`src/rtl/rv32c_fetch_aligner_pkg.sv`:
```
// rv32c_pkg: shared definitions for the RV32C fetch aligner.
//   state_e   - aligner FSM states (S_RUN / S_HC / S_HS)
//   OP_32     - low two opcode bits marking a 32-bit instruction
//   C_ILLEGAL - the all-zero compressed parcel, architecturally illegal
//   is_c()    - compressed-parcel test
package rv32c_pkg;

  typedef enum logic [1:0] {
    S_RUN = 2'd0,  // nothing held
    S_HC  = 2'd1,  // HOLD is a complete compressed instruction
    S_HS  = 2'd2   // HOLD is the low half of a 32-bit instruction
  } state_e;

  localparam logic [1:0]  OP_32     = 2'b11;
  localparam logic [15:0] C_ILLEGAL = 16'h0000;

  function automatic logic is_c(input logic [15:0] parcel);
    return parcel[1:0] != OP_32;
  endfunction

endpackage

```
`src/rtl/rv32c_fetch_aligner.sv`:
```
// rv32c_fetch_aligner: splits word-aligned 32-bit fetch words into 16-bit
// compressed and 32-bit instructions (including ones straddling two words)
// and hands them one at a time to decode with their PC. Owns the fetch
// address: sequential advance plus redirect.
//
// Ports:
//   iCLK, iRST            clock, synchronous active-high reset
//   oF_ADDR/oF_READY      fetch request address (word aligned) / ready
//   iF_VALID/iF_DATA      fetched word for oF_ADDR
//   iREDIR/iREDIR_PC      flush and restart at iREDIR_PC (bit 0 ignored)
//   oI_VALID/iI_READY     instruction handshake
//   oI_INSN/oI_PC/oI_IS_C instruction, its PC, compressed flag
//   oI_ILLEGAL            only with RV32C_ILLEGAL_CHECK_EN: emitted
//                         instruction is the all-zero compressed parcel
//
// Build option: define RV32C_ILLEGAL_CHECK_EN to add oI_ILLEGAL.
module rv32c_fetch_aligner
  import rv32c_pkg::*;
#(
  parameter int              PC_W     = 32,
  parameter logic [PC_W-1:0] RESET_PC = '0
) (
  input  logic            iCLK,
  input  logic            iRST,
  output logic [PC_W-1:0] oF_ADDR,
  output logic            oF_READY,
  input  logic            iF_VALID,
  input  logic [31:0]     iF_DATA,
  input  logic            iREDIR,
  input  logic [PC_W-1:0] iREDIR_PC,
  output logic            oI_VALID,
  input  logic            iI_READY,
  output logic [31:0]     oI_INSN,
  output logic [PC_W-1:0] oI_PC,
  output logic            oI_IS_C
`ifdef RV32C_ILLEGAL_CHECK_EN
  ,
  output logic            oI_ILLEGAL
`endif
);

  state_e          state_q, state_d;
  logic [15:0]     hold_q, hold_d;
  logic [PC_W-1:0] hold_pc_q, hold_pc_d;
  logic            skip_q, skip_d;
  logic [PC_W-1:0] addr_q, addr_d;
  logic            vld_q, vld_d;
  logic [31:0]     insn_q, insn_d;
  logic [PC_W-1:0] pc_q, pc_d;
  logic            isc_q, isc_d;

  logic            out_free, f_acc, emit;
  logic [31:0]     e_insn;
  logic [PC_W-1:0] e_pc, pc_a2;
  logic [15:0]     p0, p1;

  // Bit 0 of the redirect target is meaningless for 16-bit aligned code.
  logic unused_redir_b0;
  assign unused_redir_b0 = iREDIR_PC[0];

  assign p0       = iF_DATA[15:0];
  assign p1       = iF_DATA[31:16];
  assign pc_a2    = addr_q + PC_W'(2);
  assign out_free = !vld_q || iI_READY;
  // S_HC drains HOLD without fetching, so no word can be taken then.
  assign oF_READY = out_free && (state_q != S_HC) && !iREDIR;
  assign f_acc    = iF_VALID && oF_READY;

  always_comb begin
    state_d   = state_q;
    hold_d    = hold_q;
    hold_pc_d = hold_pc_q;
    skip_d    = skip_q;
    addr_d    = addr_q;
    vld_d     = vld_q && !iI_READY;
    insn_d    = insn_q;
    pc_d      = pc_q;
    isc_d     = isc_q;
    emit      = 1'b0;
    e_insn    = '0;
    e_pc      = '0;

    if (iREDIR) begin
      // Flush everything, including an output the consumer is taking now.
      vld_d   = 1'b0;
      state_d = S_RUN;
      addr_d  = {iREDIR_PC[PC_W-1:2], 2'b00};
      skip_d  = iREDIR_PC[1];
    end else begin
      if (f_acc) addr_d = addr_q + PC_W'(4);
      unique case (state_q)
        S_RUN: begin
          if (f_acc) begin
            if (skip_q) begin
              // Entered mid-word: only parcel1 belongs to the stream.
              skip_d = 1'b0;
              if (is_c(p1)) begin
                emit   = 1'b1;
                e_insn = {16'h0000, p1};
                e_pc   = pc_a2;
              end else begin
                hold_d    = p1;
                hold_pc_d = pc_a2;
                state_d   = S_HS;
              end
            end else if (!is_c(p0)) begin
              emit   = 1'b1;
              e_insn = iF_DATA;
              e_pc   = addr_q;
            end else begin
              emit      = 1'b1;
              e_insn    = {16'h0000, p0};
              e_pc      = addr_q;
              hold_d    = p1;
              hold_pc_d = pc_a2;
              state_d   = is_c(p1) ? S_HC : S_HS;
            end
          end
        end
        S_HC: begin
          if (out_free) begin
            emit    = 1'b1;
            e_insn  = {16'h0000, hold_q};
            e_pc    = hold_pc_q;
            state_d = S_RUN;
          end
        end
        S_HS: begin
          if (f_acc) begin
            // Complete the straddling instruction; parcel1 becomes the new hold.
            emit      = 1'b1;
            e_insn    = {p0, hold_q};
            e_pc      = hold_pc_q;
            hold_d    = p1;
            hold_pc_d = pc_a2;
            state_d   = is_c(p1) ? S_HC : S_HS;
          end
        end
        default: state_d = S_RUN;
      endcase
      if (emit) begin
        vld_d  = 1'b1;
        insn_d = e_insn;
        pc_d   = e_pc;
        isc_d  = is_c(e_insn[15:0]);
      end
    end
  end

  always_ff @(posedge iCLK) begin
    if (iRST) begin
      state_q   <= S_RUN;
      hold_q    <= '0;
      hold_pc_q <= '0;
      skip_q    <= 1'b0;
      addr_q    <= {RESET_PC[PC_W-1:2], 2'b00};
      vld_q     <= 1'b0;
      insn_q    <= '0;
      pc_q      <= '0;
      isc_q     <= 1'b0;
    end else begin
      state_q   <= state_d;
      hold_q    <= hold_d;
      hold_pc_q <= hold_pc_d;
      skip_q    <= skip_d;
      addr_q    <= addr_d;
      vld_q     <= vld_d;
      insn_q    <= insn_d;
      pc_q      <= pc_d;
      isc_q     <= isc_d;
    end
  end

  assign oF_ADDR  = addr_q;
  assign oI_VALID = vld_q;
  assign oI_INSN  = insn_q;
  assign oI_PC    = pc_q;
  assign oI_IS_C  = isc_q;

`ifdef RV32C_ILLEGAL_CHECK_EN
  logic ill_q, ill_d;

  // Flag follows the instruction register: reloaded only on emit.
  always_comb begin
    ill_d = ill_q;
    if (!iREDIR && emit)
      ill_d = is_c(e_insn[15:0]) && (e_insn[15:0] == C_ILLEGAL);
  end

  always_ff @(posedge iCLK) begin
    if (iRST) ill_q <= 1'b0;
    else      ill_q <= ill_d;
  end

  assign oI_ILLEGAL = ill_q;
`else
  // No illegal-parcel detection in this build.
`endif

endmodule

```
`config.mk`:
```
export PLATFORM = sky130hd
export DESIGN_NAME = rv32c_fetch_aligner
export DESIGN_NICKNAME = d
export VERILOG_FILES = /design/src/rtl/rv32c_fetch_aligner_pkg.sv /design/src/rtl/rv32c_fetch_aligner.sv
export SDC_FILE = /design/constraint.sdc
export NUM_CORES = 1
export LEC_CHECK = 0
export ABC_AREA = 1
export CORE_MARGIN = 4
export CORE_UTILIZATION = 46
export DETAILED_ROUTE_END_ITERATION = 7
export PLACE_DENSITY = 0.8
export SLEW_MARGIN = 25
export SYNTH_ARGS = -nofsm -noshare
export SYNTH_HDL_FRONTEND = slang
export SYNTH_SLANG_ARGS = --single-unit
```
`constraint.sdc`:
```
create_clock -name iCLK -period 1.65 [get_ports iCLK]
set_input_delay 0.4125 -clock iCLK [delete_from_list [all_inputs] [get_ports iCLK]]
set_output_delay 0.4125 -clock iCLK [all_outputs]
set_load 0.01 [all_outputs]
```
After elaboration in Yosys (flattened, before gate mapping)
Index checks and enable logic that the tools add are counted.

operators by class
  $add $sub $neg = 2
  equal/unequal tests = 11
  muxes and demuxes = 47
  bitwise logic cells = 1
  reduce and logical (&&, ||, !) cells = 17

operators by type and width
  operator                 count
  $mux W32                 17
  $pmux W32 S3             2
  $mux W16                 7
  $pmux W32 S2             1
  $add A32 B2 Y32 const B  1
  $add A32 B3 Y32 const B  1
  $pmux W16 S2             1
  $mux W2                  7
  $ne A2 B2 Y1 const B     6
  $mux W1                  10
  $ne A3 B3 Y1 const B     2
  $pmux W2 S3              1
  $reduce_and A6 Y1        1
  $reduce_bool A2 Y1       3
  $reduce_and A5 Y1        1
  $logic_and A1 B1 Y1      4
  $reduce_and A2 Y1        2
  $logic_not A1 Y1         3
  $pmux W1 S3              1
  $eq A2 B1 Y1 const B     1
  $eq A2 B2 Y1 const B     1
  $logic_not A2 Y1         1
  $ne A2 B1 Y1 const B     1
  $reduce_or A2 Y1         1
  other kinds (2)          2

storage, ports and cells
  flip-flop bits (word level) = 149
  input bits = 69
  output and inout port bits = 99
  logic and storage cells = 88

Longest topological paths before layout
  depth in word-level cells = 9
  depth in mapped cells = 11
  depth with buffers taken out = 10

Worst setup path after synthesis
Ideal clock, no wire load.

  path type = input to register
  start point = input port iI_READY
  end point = register insn_q[10] (netlist: oI_INSN[10])
  library setup time = 0.113 ns
  arrival = 1.631 ns
  data required time = 1.537 ns
  path slack = -0.094 ns
  cell stages on the path = 11
  path buffers = 2
  cell sequence = inv_1 nand2_2 nand2_1 nor2_4 nand4_2 nand3_4 nand2_4 buf_6 buf_2 nor2_1 nor2_1

on the way
  longest elaborated chain between the ends = 8
  elaborated cells on any way between the ends = 15

ends and longest elaborated chain
  element                               line                                                   text
  start: declaration                    rv32c_fetch_aligner.sv:32                              input logic iI_READY,
  $logic_or A1 B1 Y1 (*)                rv32c_fetch_aligner.sv:64                              assign out_free = !vld_q || iI_READY;
  $logic_and A1 B1 Y1 (*) (2 in a row)  rv32c_fetch_aligner.sv:66                              assign oF_READY = out_free && (state_q != S_HC) && !iREDIR;
  net oF_READY                          rv32c_fetch_aligner.sv:26                              output logic oF_READY,
  $logic_and A1 B1 Y1 (*)               rv32c_fetch_aligner.sv:67                              assign f_acc = iF_VALID && oF_READY;
  $mux W1, on equally long branches     rv32c_fetch_aligner.sv:129, rv32c_fetch_aligner.sv:93
  $pmux W1 S3                           rv32c_fetch_aligner.sv:91                              unique case (state_q)
  $mux W1                               rv32c_fetch_aligner.sv:83                              if (iREDIR) begin
  $reduce_and A2 Y1 (no source line)    -
  end signal: assignment                rv32c_fetch_aligner.sv:168                             insn_q <= insn_d;
  end: declaration                      rv32c_fetch_aligner.sv:48                              logic [31:0] insn_q, insn_d;

Mark *: on every way through the listed nets, which the timed path passes. The rest lies on a longest branch. The select of a mux whose other input is x is not followed.
A chain may end at the register's enable or synchronous reset.

Worst setup path after layout
  start point = register state_q[1]
  end point = register pc_q[31] (netlist: oI_PC[31])

on the way
  longest elaborated chain between the ends = 8
  elaborated cells on any way between the ends = 15

ends and longest elaborated chain
  element                             line                                                   text
  start: declaration                  rv32c_fetch_aligner.sv:42                              state_e state_q, state_d;
  start signal: assignment            rv32c_fetch_aligner.sv:162                             state_q <= state_d;
  $ne A2 B1 Y1                        rv32c_fetch_aligner.sv:66
  $logic_and A1 B1 Y1 (2 in a row)    rv32c_fetch_aligner.sv:66
  $logic_and A1 B1 Y1                 rv32c_fetch_aligner.sv:67
  $mux W1, on equally long branches   rv32c_fetch_aligner.sv:129, rv32c_fetch_aligner.sv:93
  $pmux W1 S3                         rv32c_fetch_aligner.sv:91
  $mux W1                             rv32c_fetch_aligner.sv:83
  $reduce_and A2 Y1 (no source line)  -
  end signal: assignment              rv32c_fetch_aligner.sv:169                             pc_q <= pc_d;
  end: declaration                    rv32c_fetch_aligner.sv:49                              logic [PC_W-1:0] pc_q, pc_d;

Several ways; a longest one is shown, not always the timed one. The select of a mux whose other input is x is not followed.

==> results.sh <==
export IMPL_netsw_w=0.00271
export IMPL_min_to="hold_q[1]"
export IMPL_worst_endpoint_arrival_ns=2.04
export IMPL_grt_first_pass_wirelength_mm=38.7
export IMPL_std_cell_rows=45
export IMPL_share_of_post_route_cells_with_drive_strength_above_1_pct=18.2
export IMPL_number_of_flops_mapped_to_enable_cells_by_yosys=0
export IMPL_drt_iter0_markers=1082
export IMPL_gr_total_overflow=0
export IMPL_max_cap_violations=0
export IMPL_run_status="finished with violations"
export IMPL_die_area_sq_mm=0.0179
export IMPL_comb_power_share_pct=19.0
export IMPL_max_clock_path_buffers=2
export IMPL_drtAntennaViolNets=0
export IMPL_timing_hold_violations_final=0
export IMPL_clock_fmax_mhz=591
export IMPL_setup_worst_path_end_class="register"
export IMPL_power_report_internal_total_w=0.00684
export IMPL_cts_root_buffer_cell="sky130_fd_sc_hd__clkbuf_16"
export IMPL_synth_yosys_seq_area_share_pct=39.9
export IMPL_finalSetupViolations=2
export IMPL_syn_area_per_cell_sq_um=6.40
export IMPL_final_area_sq_mm=0.0111
export IMPL_min_period_ns=1.69
export IMPL_worstReg2RegStart="state_q[1]"
export IMPL_pwr_share_clk_pct=40.2
export IMPL_postSynthCellCount=1137
export IMPL_final_core_utilization_pct=72.1
export IMPL_timing_clock_skew_ns=0.00703
export IMPL_clk_insertion_delay_late_ns=0.43
export IMPL_initial_utilization_pct=47.3
export IMPL_flow_area_growth_from_synthesis_pct=52.3
export IMPL_clock_tree_from_tritoncts="done"
export IMPL_yosys_cell_count_top_type="sky130_fd_sc_hd__nand2_1"
export IMPL_synth_cell_area_sq_mm=0.00727
export IMPL_worst_voltage_drop_across_the_vdd_grid_uv=818
export IMPL_placeableCoreArea_sq_mm=0.0154
export IMPL_critical_path_slowest_cell="sky130_fd_sc_hd__dfxtp_2"
export IMPL_port_buffers=163
export IMPL_min_path_type="input pin to register"
export IMPL_synthTopCellsByArea="sky130_fd_sc_hd__dfxtp_1, sky130_fd_sc_hd__nand2_1, sky130_fd_sc_hd__nor2_1, sky130_fd_sc_hd__o21ai_0, sky130_fd_sc_hd__inv_1"
export IMPL_synth_largest_type_area_fraction_pct=39.9
export IMPL_worst_path_clk_slew_ns=0.06
export IMPL_worst_ep_required_time_ns=2.00
export IMPL_power_switching_fraction_pct=28.4
export IMPL_cts_htree_levels=4
export IMPL_reg2regPathDepth=11
export IMPL_power_per_cell_area_mw_per_mm2=863
export IMPL_netlist_top_cell_by_area="sky130_fd_sc_hd__dfxtp_1"
export IMPL_tritoncts_num_sinks=145
export IMPL_synthArstFlopShare_pct=0
export IMPL_number_of_antenna_violations_at_the_first_check_in_global_routing=2
export IMPL_critPathMaxStageDelay_ns=0.34
export IMPL_synth_top_cells_by_count="sky130_fd_sc_hd__nand2_1, sky130_fd_sc_hd__nor2_1, sky130_fd_sc_hd__dfxtp_1"
export IMPL_postLayoutSetupSlackWorst_ns=-0.0409
export IMPL_place_congestion=0.961
export IMPL_synth_warning_count=0
export IMPL_hpwl_mm=16.7
export IMPL_setup_worst_path_class="register to register"
export IMPL_timing_critical_path_fanout_max=12
export IMPL_die_width_um=134
export IMPL_min_period_over_period_pct=102
export IMPL_largest_net_degree_at_the_start_of_global_routing=51
export IMPL_route_detailed_wl_per_inst_um=17.3
export IMPL_yosys_cell_types_count=32
export IMPL_first_global_vias=7929
export IMPL_wl_mm=27.7
export IMPL_hold_path_cell_cnt=4
export IMPL_hold_start="iF_DATA[17]"
export IMPL_rsz0062_at_grt="yes"
export IMPL_post_drt_via_cell_ratio=5.46
export IMPL_drv_slew=0
export IMPL_timing_reg2reg_setup_slack_ns=-0.04
export IMPL_leakagePower_nw=5.10
export IMPL_cts_hold_buffers=0
export IMPL_detailedRoute_firstPassIterationCount=6
export IMPL_tritoncts_num_buffers=17
export IMPL_io_pins=168
export IMPL_total_track_usage_pct=26.5
export IMPL_path_cells="inv_4 > nand2_4 > inv_4 > nor2_4 > buf_12 > nand4_4 > buf_4 > buf_4 > o21ai_0 > nor2_2 > nor2_1"
export IMPL_placedInstanceArea_sq_mm=0.00966
export IMPL_post_layout_nonfiller_instances=1600
export IMPL_postSynthRegisterBits=145
export IMPL_ys_dominant_reg_cell="sky130_fd_sc_hd__dfxtp_1"
export IMPL_relSlewSlack_pct=66.0
export IMPL_reg2reg_to="oI_PC[31]"
export IMPL_pwr_share_seq_pct=40.7
export IMPL_placed_cells_incl_taps=1531
export IMPL_worst_pin_slew_ns=0.505
export IMPL_route_vias_total=8740
export IMPL_die_y_um=134
export IMPL_remaining_drc_errors=0
export IMPL_nets=1446
export IMPL_failing_checks="negative setup slack"
export IMPL_critPathLaunchType="register"
-- flip-flops by register name, summed over array words and instances, names as in the netlist --
name	flops
hold_pc_q	31
hold_q	16
oF_ADDR	30
oI_INSN	32
oI_IS_C	1
oI_PC	31
oI_VALID	1
skip_q	1
state_q	2
-- worst max-delay path by stage --
stage                from           to  slack [ns]  depth (start not counted)
3_5_place_dp     iI_READY     oI_PC[8]       -0.58                         12
4_1_cts        oF_ADDR[3]  oF_ADDR[19]      0.0002                          9
3_3_place_gp     iI_READY    oI_PC[19]       -0.53                         12
6_report       state_q[1]    oI_PC[31]       -0.04                         11
5_1_grt        state_q[1]    oI_PC[31]       -0.11                         11
2_1_floorplan    iI_READY    oI_PC[10]       -0.01                         11
-- worst max-delay path, delay by kind of cell, from the launching register on --
family          cells  cell delay [ns]
buf+inv             5             0.56
flops               1             0.34
simple gates        5             0.46
compound gates      1             0.26
-- through the flow --
| step | power, W | worst slack, ns | hold WS, ns | setup TNS [ns] |
|---|---|---|---|---|
| after floorplan | 0.00469 | -0.0132 | 0.441 | -0.334 |
| after global placement | 0.00547 | -0.530 | 0.449 | -63.84 |
| after detailed placement | 0.00550 | -0.577 | 0.454 | -66.92 |
| after CTS | 0.00927 | 0.000245 | 0.459 | 0 |
| after global routing | 0.00988 | -0.114 | 0.478 | -2.97 |
| final | 0.00956 | -0.0409 | 0.443 | -0.0442 |
-- power by group through the flow --
stage	clock network, W	registers [W]	logic [W]
2_1_floorplan	0	0.00399	0.000708
3_3_place_gp	0	0.00395	0.00153
3_5_place_dp	0	0.00395	0.00155
4_1_cts	0.00384	0.00388	0.00155
5_1_grt	0.00402	0.00391	0.00195
6_report	0.00385	0.00389	0.00182
-- per-layer routing --
metal  global-route usage, %  part of all wire (%)  vias to the layer above
li1                        -                     -                     4124
met1                    32.0                    37                     4049
met2                    45.5                    50                      462
met3                    6.31                   9.0                      103
met4                    10.7                   4.0                        2
met5                       0                 0.043                        -
-- kinds of logic (layout without fill, tap and decap cells) --
kind of cell,count (synthesis),in the layout,share of synthesized area [%]
other,1,4,0.0516
buffers and inverters,186,433,10.5
AO/OA/AOI/OAI,218,218,16.5
AND/OR/NAND/NOR,579,581,32.1
flip-flops,145,145,39.9
adder cells (fa/ha/maj),1,1,0.172
XOR/XNOR,7,7,0.843
-- placed cells by master, fill, tap and decap left out, types with 2 or more instances in the layout --
cell type / Yosys / final
sky130_fd_sc_hd__nand2_8: 0 / 2
sky130_fd_sc_hd__conb_1: 1 / 3
sky130_fd_sc_hd__buf_12: 0 / 14
sky130_fd_sc_hd__xor2_1: 7 / 7
sky130_fd_sc_hd__nor2_4: 1 / 13
sky130_fd_sc_hd__nand2_1: 309 / 289
sky130_fd_sc_hd__clkinv_4: 0 / 4
sky130_fd_sc_hd__nand2_2: 3 / 18
sky130_fd_sc_hd__nand4_1: 6 / 6
sky130_fd_sc_hd__clkdlybuf4s50_1: 0 / 62
sky130_fd_sc_hd__clkbuf_16: 0 / 29
sky130_fd_sc_hd__dlymetal6s2s_1: 0 / 2
sky130_fd_sc_hd__dlygate4sd2_1: 0 / 97
sky130_fd_sc_hd__a21oi_1: 73 / 69
sky130_fd_sc_hd__o21ai_2: 0 / 4
sky130_fd_sc_hd__inv_1: 115 / 111
sky130_fd_sc_hd__dfxtp_1: 145 / 124
sky130_fd_sc_hd__a31oi_1: 8 / 8
sky130_fd_sc_hd__nand3_1: 71 / 70
sky130_fd_sc_hd__o21ai_0: 95 / 73
sky130_fd_sc_hd__buf_16: 0 / 4
sky130_fd_sc_hd__inv_2: 5 / 6
sky130_fd_sc_hd__nor2_1: 181 / 153
sky130_fd_sc_hd__buf_6: 1 / 8
sky130_fd_sc_hd__nand2_4: 1 / 6
sky130_fd_sc_hd__inv_6: 0 / 2
sky130_fd_sc_hd__bufinv_16: 0 / 2
sky130_fd_sc_hd__o211ai_1: 5 / 5
sky130_fd_sc_hd__clkinv_2: 0 / 3
sky130_fd_sc_hd__a22oi_1: 29 / 29
sky130_fd_sc_hd__o21ai_1: 3 / 21
sky130_fd_sc_hd__nor2_2: 1 / 17
sky130_fd_sc_hd__dfxtp_2: 0 / 21
sky130_fd_sc_hd__a21oi_2: 0 / 4
sky130_fd_sc_hd__buf_2: 27 / 2
sky130_fd_sc_hd__buf_4: 6 / 80
sky130_fd_sc_hd__inv_4: 0 / 2
-- what timing repair did --
action	CTS	global route
setup buffers	12	4
endpoints found under the setup margin	190	132
pin swaps	5	16
gates resized for setup	135	107
gates cloned	5	17
hold endpoints to repair	0	0
-- area by class of cell --
cell class	count	area, sq um
antenna	1	2.50
clock buffer	19	443
clock inverter	12	135
fill	1172	4300
inverter	120	463
multi-input combinational	810	3920
sequential	145	2930
tap	211	264
timing repair buffer	282	2920
Note: power is estimated with default switching activity, not from simulation.
